## src/rtl/cv_xif_mem_pkg.sv

```systemverilog
// cv_xif_mem_pkg: shared constants and types for the CV-X-IF memory responder.
//   EXC_*_MISALIGNED  : exception codes returned on a misaligned request
//   xif_mem_entry_t   : outstanding-transaction record {hartid, id, we} at the
//                       default widths; the top packs entries in this bit order
//   is_misaligned()   : alignment rule shared by the responder
package cv_xif_mem_pkg;

  localparam int X_ID_WIDTH_DEF     = 4;
  localparam int X_HARTID_WIDTH_DEF = 1;

  localparam logic [5:0] EXC_LOAD_MISALIGNED  = 6'd4;
  localparam logic [5:0] EXC_STORE_MISALIGNED = 6'd6;

  typedef struct packed {
    logic [X_HARTID_WIDTH_DEF-1:0] hartid;
    logic [X_ID_WIDTH_DEF-1:0]     id;
    logic                          we;
  } xif_mem_entry_t;

  // Sizes above word are never legal on a 32-bit bus.
  function automatic logic is_misaligned(input logic [2:0] size, input logic [1:0] addr_lo);
    return ((size == 3'd1) && addr_lo[0]) ||
           ((size == 3'd2) && (addr_lo != 2'b00)) ||
           (size > 3'd2);
  endfunction

endpackage

```

## src/rtl/cv_xif_mem_fifo.sv

```systemverilog
// cv_xif_mem_fifo: synchronous FIFO tracking outstanding bus transactions.
//   clk_i, rst_i      : clock, synchronous active-high reset (empties the FIFO)
//   push_i, wdata_i   : enqueue (ignored when full)
//   pop_i, head_o     : dequeue (ignored when empty) / current head entry
//   full_o, empty_o   : derived from the registered count
//   count_o           : registered occupancy, $clog2(DEPTH+1) bits
module cv_xif_mem_fifo #(
  parameter int DEPTH = 2,
  parameter int WIDTH = 6
) (
  input  logic                           clk_i,
  input  logic                           rst_i,
  input  logic                           push_i,
  input  logic [WIDTH-1:0]               wdata_i,
  input  logic                           pop_i,
  output logic [WIDTH-1:0]               head_o,
  output logic                           full_o,
  output logic                           empty_o,
  output logic [$clog2(DEPTH+1)-1:0]     count_o
);

  localparam int CW = $clog2(DEPTH + 1);
  localparam int PW = (DEPTH > 1) ? $clog2(DEPTH) : 1;

  logic [WIDTH-1:0] mem_q [DEPTH];
  logic [PW-1:0]    wptr_q, rptr_q;
  logic             do_push, do_pop;

  // Pointers wrap modulo DEPTH, so non-power-of-two depths work too.
  function automatic logic [PW-1:0] next_ptr(input logic [PW-1:0] p);
    return (p == PW'(DEPTH - 1)) ? '0 : p + 1'b1;
  endfunction

  assign full_o  = (count_o == CW'(DEPTH));
  assign empty_o = (count_o == '0);
  assign do_push = push_i && !full_o;
  assign do_pop  = pop_i && !empty_o;
  assign head_o  = mem_q[rptr_q];

  always_ff @(posedge clk_i) begin
    if (rst_i) begin
      wptr_q  <= '0;
      rptr_q  <= '0;
      count_o <= '0;
    end else begin
      if (do_push) wptr_q <= next_ptr(wptr_q);
      if (do_pop)  rptr_q <= next_ptr(rptr_q);
      case ({do_push, do_pop})
        2'b10:   count_o <= count_o + 1'b1;
        2'b01:   count_o <= count_o - 1'b1;
        default: count_o <= count_o;
      endcase
    end
  end

  // Payload storage needs no reset: only entries below count are ever read.
  always_ff @(posedge clk_i) begin
    if (do_push) mem_q[wptr_q] <= wdata_i;
  end

endmodule

```

## src/rtl/cv_xif_mem_responder.sv

```systemverilog
// cv_xif_mem_responder: CPU-side responder for CV-X-IF mem / mem_result.
//   Checks alignment of coprocessor requests, forwards legal ones to the
//   OBI data bus, tracks outstanding transactions in order and returns
//   mem_result tagged with the originating id/hartid.
// Ports:
//   clk_i, rst_i       : clock, synchronous active-high reset
//   mem_*_i / mem_*_o  : CV-X-IF memory request / same-cycle response
//   mem_result_*_o     : CV-X-IF memory result (single-cycle pulse, no ready)
//   data_*             : OBI address phase (req/gnt) and response phase (rvalid)
// Configuration:
//   CV_XIF_MEM_RESULT_REG_EN defined   -> mem_result_* registered, 1-cycle latency
//   CV_XIF_MEM_RESULT_REG_EN undefined -> mem_result_* combinational, 0-cycle latency
module cv_xif_mem_responder
  import cv_xif_mem_pkg::*;
#(
  parameter int X_ID_WIDTH     = 4,
  parameter int X_HARTID_WIDTH = 1,
  parameter int X_MEM_WIDTH    = 32,
  parameter int DEPTH          = 2
) (
  input  logic                      clk_i,
  input  logic                      rst_i,
  input  logic                      mem_valid_i,
  output logic                      mem_ready_o,
  input  logic [X_ID_WIDTH-1:0]     mem_id_i,
  input  logic [X_HARTID_WIDTH-1:0] mem_hartid_i,
  input  logic [31:0]               mem_addr_i,
  input  logic                      mem_we_i,
  input  logic [2:0]                mem_size_i,
  input  logic [X_MEM_WIDTH/8-1:0]  mem_be_i,
  input  logic [X_MEM_WIDTH-1:0]    mem_wdata_i,
  output logic                      mem_exc_o,
  output logic [5:0]                mem_exccode_o,
  output logic                      mem_dbg_o,
  output logic                      mem_result_valid_o,
  output logic [X_ID_WIDTH-1:0]     mem_result_id_o,
  output logic [X_HARTID_WIDTH-1:0] mem_result_hartid_o,
  output logic [X_MEM_WIDTH-1:0]    mem_result_rdata_o,
  output logic                      mem_result_err_o,
  output logic                      mem_result_dbg_o,
  output logic                      data_req_o,
  input  logic                      data_gnt_i,
  output logic [31:0]               data_addr_o,
  output logic                      data_we_o,
  output logic [X_MEM_WIDTH/8-1:0]  data_be_o,
  output logic [X_MEM_WIDTH-1:0]    data_wdata_o,
  input  logic                      data_rvalid_i,
  input  logic [X_MEM_WIDTH-1:0]    data_rdata_i,
  input  logic                      data_err_i
);

  // Entry layout matches xif_mem_entry_t: {hartid, id, we}.
  localparam int EW = X_HARTID_WIDTH + X_ID_WIDTH + 1;

  logic                        misaligned, full, empty, push, pop;
  logic [EW-1:0]               head;
  logic [$clog2(DEPTH+1)-1:0]  count;
  logic                        head_we;
  logic [X_ID_WIDTH-1:0]       head_id;
  logic [X_HARTID_WIDTH-1:0]   head_hartid;

  // Result values as seen in the rvalid cycle, before optional registering.
  logic                        res_valid, res_err;
  logic [X_ID_WIDTH-1:0]       res_id;
  logic [X_HARTID_WIDTH-1:0]   res_hartid;
  logic [X_MEM_WIDTH-1:0]      res_rdata;

  assign misaligned = is_misaligned(mem_size_i, mem_addr_i[1:0]);

  // full comes from the registered count, so a same-cycle pop never frees a
  // slot for the request presented in that cycle.
  assign data_req_o    = mem_valid_i && !misaligned && !full;
  assign push          = data_req_o && data_gnt_i;
  assign mem_exc_o     = mem_valid_i && misaligned;
  assign mem_ready_o   = mem_exc_o || push;
  assign mem_exccode_o = mem_exc_o ? (mem_we_i ? EXC_STORE_MISALIGNED : EXC_LOAD_MISALIGNED) : 6'd0;
  assign mem_dbg_o     = 1'b0;

  assign data_addr_o  = data_req_o ? mem_addr_i  : '0;
  assign data_we_o    = data_req_o ? mem_we_i    : 1'b0;
  assign data_be_o    = data_req_o ? mem_be_i    : '0;
  assign data_wdata_o = data_req_o ? mem_wdata_i : '0;

  // rvalid with nothing outstanding is dropped here.
  assign pop = data_rvalid_i && !empty;

  cv_xif_mem_fifo #(
    .DEPTH (DEPTH),
    .WIDTH (EW)
  ) u_fifo (
    .clk_i   (clk_i),
    .rst_i   (rst_i),
    .push_i  (push),
    .wdata_i ({mem_hartid_i, mem_id_i, mem_we_i}),
    .pop_i   (pop),
    .head_o  (head),
    .full_o  (full),
    .empty_o (empty),
    .count_o (count)
  );

  assign head_we     = head[0];
  assign head_id     = head[X_ID_WIDTH:1];
  assign head_hartid = head[EW-1 -: X_HARTID_WIDTH];

  assign res_valid  = pop;
  assign res_id     = pop ? head_id     : '0;
  assign res_hartid = pop ? head_hartid : '0;
  assign res_rdata  = (pop && !head_we) ? data_rdata_i : '0;
  assign res_err    = pop && data_err_i;

`ifdef CV_XIF_MEM_RESULT_REG_EN
  always_ff @(posedge clk_i) begin
    if (rst_i) begin
      mem_result_valid_o  <= 1'b0;
      mem_result_id_o     <= '0;
      mem_result_hartid_o <= '0;
      mem_result_rdata_o  <= '0;
      mem_result_err_o    <= 1'b0;
    end else begin
      mem_result_valid_o  <= res_valid;
      mem_result_id_o     <= res_id;
      mem_result_hartid_o <= res_hartid;
      mem_result_rdata_o  <= res_rdata;
      mem_result_err_o    <= res_err;
    end
  end
`else
  assign mem_result_valid_o  = res_valid;
  assign mem_result_id_o     = res_id;
  assign mem_result_hartid_o = res_hartid;
  assign mem_result_rdata_o  = res_rdata;
  assign mem_result_err_o    = res_err;
`endif

  assign mem_result_dbg_o = 1'b0;

  // Bus protocol violation: a response with nothing outstanding. Reported,
  // not fatal, since the block recovers by ignoring it.
  always_ff @(posedge clk_i) begin
    if (!rst_i) begin
      assert (!(data_rvalid_i && (count == '0)))
        else $warning("cv_xif_mem_responder: data_rvalid_i with no outstanding transaction");
    end
  end

endmodule

```

## config.mk

```make
export PLATFORM = sky130hd
export DESIGN_NAME = cv_xif_mem_responder
export DESIGN_NICKNAME = d
export VERILOG_FILES = /design/src/rtl/cv_xif_mem_pkg.sv /design/src/rtl/cv_xif_mem_fifo.sv /design/src/rtl/cv_xif_mem_responder.sv
export SDC_FILE = /design/constraint.sdc
export NUM_CORES = 1
export LEC_CHECK = 0
export CORE_AREA = 2 2 91 93
export DETAILED_ROUTE_END_ITERATION = 6
export DIE_AREA = 0 0 93 95
export PLACE_DENSITY_LB_ADDON = 0.08
export SLEW_MARGIN = 20
export SYNTH_ARGS = -nofsm -noshare
export SYNTH_HDL_FRONTEND = slang
export SYNTH_SLANG_ARGS = --single-unit
```

## constraint.sdc

```tcl
create_clock -name clk_i -period 3.4 [get_ports clk_i]
set_input_delay 1.02 -clock clk_i [delete_from_list [all_inputs] [get_ports clk_i]]
set_output_delay 1.02 -clock clk_i [all_outputs]
set_load 0.02 [all_outputs]
```

Yosys cells after proc, flatten, opt, wreduce, memory -nomap -nowiden --
Memories as Yosys holds them, arrays and structs flattened. A register that Yosys moved wholly into a read port is not among the register bits. Index checks and enable logic that the tools add are counted.
Cells by class: add/sub/neg operators 4, multipliers 0, div/mod/pow operators 0, order comparisons 1, equality and inequality tests 5, shift operators 0, mux-type cells 16, bitwise operators 0, reductions and logical operators 21
Operators with widths (count):
- 32-bit two-way mux | 3
- 1-bit logical AND | 11
- 1-bit two-way mux | 8
- 4-bit two-way mux | 2
- 2-bit == test (second input constant) | 2
- 1-bit zero test | 4
- 2-bit one-hot mux with 2 select lines | 1
- 2-bit nonzero test | 2
- 3-bit by 1-bit == test with 1-bit output (second input constant) | 1
- 3-bit by 2-bit == test with 1-bit output (second input constant) | 1
- 3-bit by 2-bit > comparator with 1-bit output (second input constant) | 1
- 1-bit logical OR | 3
- 3-bit two-way mux | 1
- 1-bit adder (second input constant) | 2
- 2-bit by 1-bit adder with 2-bit output (second input constant) | 1
- 2-bit by 1-bit == test with 1-bit output (second input constant) | 1
- 2-bit zero test | 1
- 2-bit two-way mux | 1
- 2-bit by 1-bit subtractor with 2-bit output (second input constant) | 1
Word-level totals: register bits after elaboration 4, latch bits 0, memory bits (writable) 12, ROM bits 0, bits of input ports 115, output and inout port bits 119, word-level logic and storage cells 51, memories 1
Memory list:
- u_fifo.mem_q | depth 2, bits a word 6, rd ports 1, clocked after Yosys merged registers in 1, write ports 1, RTL line cv_xif_mem_fifo.sv:25 | logic [WIDTH-1:0] mem_q [DEPTH];

Longest topological paths before layout --
Gate-level depths: netlist (run 1).
depth in word-level cells 11, gate-level depth with buffers 7, mapped depth without buffers 7

By module --
A second synthesis (run 1) with hierarchy kept.
Unflattened totals: cell total of the unflattened synthesis 183, area, all modules 1524.0 um^2
By module, submodules not included:
- cv_xif_mem_responder | instances 1, cells an instance 138, area an instance 868.3 um^2, sequential area each 0.0 um^2
- cv_xif_mem_fifo | instances 1, cells an instance 45, area an instance 655.6 um^2, sequential area each 460.4 um^2

Worst setup path after synthesis (run 1) --
OpenSTA, ideal clock, no wires.
path type input -> output, start point input mem_size_i[0], end point output data_wdata_o[22], arrival 2063 ps, required time 2380 ps, slack 317 ps, stages 4, path buffers 1, path through nor4_4 > o221a_4 > buf_2 > and2_1
Between the ends: word-level cells in the longest chain between the ends 8, elaborated cells between the ends (all ways) 11, those cells by class order compare (1); eq/ne (2); mux (1); reduce/logical (7)
Ends and longest elaborated chain:
- start: declaration | RTL line cv_xif_mem_responder.sv:29 | input logic [2:0] mem_size_i,
- parallel branches: the longest is 3 deep, another holds 3-bit by 2-bit > comparator with 1-bit output
- 1-bit logical OR * | RTL line cv_xif_mem_pkg.sv:23 | ((size == 3'd2) && (addr_lo != 2'b00)) ||
- 1-bit zero test * | RTL line cv_xif_mem_responder.sv:72 | assign data_req_o = mem_valid_i && !misaligned && !full;
- 1-bit logical AND * (2 in a row) | RTL line cv_xif_mem_responder.sv:72
- named net data_req_o | RTL line cv_xif_mem_responder.sv:41 | output logic data_req_o,
- 32-bit two-way mux * | RTL line cv_xif_mem_responder.sv:82 | assign data_wdata_o = data_req_o ? mem_wdata_i : '0;
- end: declaration | RTL line cv_xif_mem_responder.sv:46 | output logic [X_MEM_WIDTH-1:0] data_wdata_o,
Mark *: on every way through the listed nets, which the timed path passes.

Worst setup path in the final report (run 1) --
start point input mem_size_i[2], end point output data_addr_o[24]
Between the ends: word-level cells in the longest chain between the ends 8, elaborated cells between the ends (all ways) 11, those cells by class order compare (1); eq/ne (2); mux (1); reduce/logical (7)
Ends and longest elaborated chain:
- parallel branches: the longest is 3 deep, another holds 3-bit by 2-bit > comparator with 1-bit output
- 1-bit logical OR * | RTL line cv_xif_mem_pkg.sv:23
- 1-bit zero test * | RTL line cv_xif_mem_responder.sv:72
- 1-bit logical AND * (2 in a row) | RTL line cv_xif_mem_responder.sv:72
- 32-bit two-way mux * | RTL line cv_xif_mem_responder.sv:79 | assign data_addr_o = data_req_o ? mem_addr_i : '0;
- end: declaration | RTL line cv_xif_mem_responder.sv:43 | output logic [31:0] data_addr_o,
Mark *: on every way between the ends.

==> results of run 1 <==
-- worst paths after layout --
path | start | end | slack, ns | cells past startpoint
hold reg to reg | u_fifo.rptr_q | flop | 0.51 | 2
hold / removal | u_fifo.rptr_q | flop | 0.51 | 2
setup reg to reg | u_fifo.count_o[1] | u_fifo.count_o[1] | 1.33 | 9
setup / recovery | mem_size_i[2] | data_addr_o[24] | 0.05 | 8
-- cell usage in the layout (no fill, tap or decap), types with 2 or more instances in the layout --
| cell | instances |
|---|---|
| buf_4 | 29 |
| mux2i_1 | 5 |
| dfxtp_1 | 5 |
| nand2_1 | 2 |
| inv_1 | 3 |
| buf_16 | 3 |
| clkbuf_8 | 3 |
| buf_2 | 74 |
| and2_1 | 92 |
| nor2b_1 | 2 |
| conb_1 | 6 |
| xor2_1 | 2 |
| buf_6 | 15 |
| and2_4 | 11 |
| clkbuf_16 | 2 |
| clkdlybuf4s50_1 | 108 |
| buf_12 | 4 |
| edfxtp_1 | 12 |
| nor2_1 | 11 |
| dlygate4sd2_1 | 11 |
| a211oi_4 | 2 |
-- worst max-delay path, delay by kind of cell --
kind	cells	cell delay (ns)
AND/OR/NAND/NOR	1	0.13
buffers and inverters	5	0.69
AO/OA/AOI/OAI	2	0.49
-- synth_stat cells, types with 3 or more instances --
master,number,area (um2)
and2_1,103,644
edfxtp_1,12,360
nor2_1,11,41.3
buf_4,7,52.6
clkbuf_2,6,30.0
dfxtp_1,5,100
mux2i_1,5,50.1
clkbuf_1,3,11.3
inv_1,3,11.3
-- repair_timing --
action / CTS / global route
hold buffers: 0 / 0
gates resized for setup: 454 / 47
gates cloned: 4 / 3
pin swaps: 4 / 3
setup buffers: 3 / 1
endpoints found under the setup margin: 113 / 78
-- report_power, final --
| group | internal (mW) | total, mW | switching [mW] |
|---|---|---|---|
| clock | 0.0829 | 0.145 | 0.0621 |
| combinational | 0.222 | 0.370 | 0.147 |
| sequential | 0.228 | 0.237 | 0.00877 |
-- metrics by stage --
step / util / instances / instance area, um2
final: 0.485 / 524 / 3850
after global routing: 0.485 / 524 / 3850
after CTS: 0.462 / 519 / 3660
after detailed placement: 0.497 / 508 / 3940
after global placement: 0.497 / 508 / 3940
after floorplan: - / 182 / 1520
-- layout make-up --
class,count,area share
inverters,3,0.00293
repair buffers,250,0.575
flip-flops and latches,17,0.120
clock buffers,4,0.0117
well taps,105,0.0341
diodes,1,0.000650
multi-input cells,144,0.256
-- registers in the layout, indices dropped and copies added, names as in the netlist, named ones only --
register        flops
u_fifo.wptr_q       1
u_fifo.count_o      2
u_fifo.mem_q       12
u_fifo.rptr_q       1
-- cells by family (layout without fill, tap and decap cells) --
family,after synthesis,count (layout),share of synthesized area
AO/OA/AOI/OAI,6,6,0.0426
AND/OR/NAND/NOR,122,122,0.501
buffers and inverters,21,257,0.0769
flip-flops,17,17,0.307
other,1,7,0.00250
adder cells (fa/ha/maj),1,1,0.00835
multiplexers,6,6,0.0434
XOR/XNOR,3,3,0.0175
-- per-layer routing --
layer  part of all wire  up-vias  wire length [um]  global-route usage
met3              0.091        2               696              0.0519
met4             0.0016        0                12              0.0184
met2               0.58      105              4440               0.322
met1               0.33      901              2510               0.155
met5                  0        -                 0                   0
li1                   -     1020                 -                   -
==> results.cfg, run 1 <==
[floorplanning]
num_rows = 33
die_y_um = 95
initial_core_util = 0.189
io_pins = 234
core_um2 = 7930
dieArea_um2 = 8840
die_w_um = 93

[timing]
fin_ws_ns = 0.0455
fin_setup_tns_ns = 0
final_max_slew_viol_count = 0
period_share = 0.987
hold_viol_final = 0
finClkSkew_ns = 0.00104
whs_ns = 0.508
setup_viol = 0
period_needed_ns = 3.35
max_freq_mhz = 298

[logic_synthesis]
synth_edf_count = 12
synth.cell_area_um2 = 1500
synth_cells = 177
synthArstFlopShare = 0
avgSynthCellArea_um2 = 8.46
yosys.cell_types.count = 26
synth-seq-area-share = 0.307
synth_warnings = 0
ys.flop_type = edfxtp_1
ys_ff_latch = 17

[critical_path]
cp-end-kind = primary output
worstPathRequired_ns = 2.38
path_common_cell = buf_6
path_class = input port to primary output
path_cells = clkdlybuf4s15_2 > a211oi_4 > o221a_4 > buf_12 > buf_6 > buf_16 > and2_4 > buf_6
critPathSlowestCell = a211oi_4
crit_arrival_ns = 2.33
start_kind = input port
crit_fanout = 6
max_stage_delay_ns = 0.25

[routing]
wl_mm = 7.66
num_vias = 2028
first_pass_iters = 3
via_per_inst = 3.87
drtIter0Drc = 28
ant_nets = 0
drc = 0
wire_per_inst_um = 14.6

[final_layout]
syn2layout_area_growth_pct = 157
drive_gt1_frac = 0.359
multi_input_area_um2 = 983
nNetsFinal = 535
n_fill_cell = 803
seq_area_um2 = 460

[power]
finalPower_mw = 0.752
vdd_drop_max_mv = 0.114
leakage_nw = 1.90
powerDensity_nw_per_um2 = 195

[outcome]
outcome = finished clean

[run]
drv_cap = 0

[cts]
cts_buffers = 3
cts-root-buf = clkbuf_8
clock_latency_ns = 0.24
h-tree-depth = 1
cts.clk_slew.worst_paths_ns = 0.06
numClockSinks = 17
cts_tree = yes
clock_path_buffers = 2

[global_route]
antenna_found_initial = 1
grt.total_usage = 0.157
gr-total-overflow = 0
grt_max_degree = 33
grt_pass1_wl_mm = 10.7
grt_pass1_vias = 2018

[placed_design]
place_hpwl_mm = 6.12
gp_congestion = 0.747
post-place-ws_ns = -0.676
io_buffers = 227

[hold_path]
hold_class = flop to flop
No activity file was read; power rests on OpenSTA's default activity.
==> inputs of run 2 (changes only) <==
--- a/config.mk
+++ b/config.mk
@@ -9,7 +9,7 @@
 export DETAILED_ROUTE_END_ITERATION = 6
 export DIE_AREA = 0 0 93 95
 export PLACE_DENSITY_LB_ADDON = 0.08
-export SLEW_MARGIN = 20
+export SLEW_MARGIN = 15
 export SYNTH_ARGS = -nofsm -noshare
 export SYNTH_HDL_FRONTEND = slang
 export SYNTH_SLANG_ARGS = --single-unit
==> results of run 2 <==
Same layout as run 1: the final DEF is identical, and so are final timing and power.
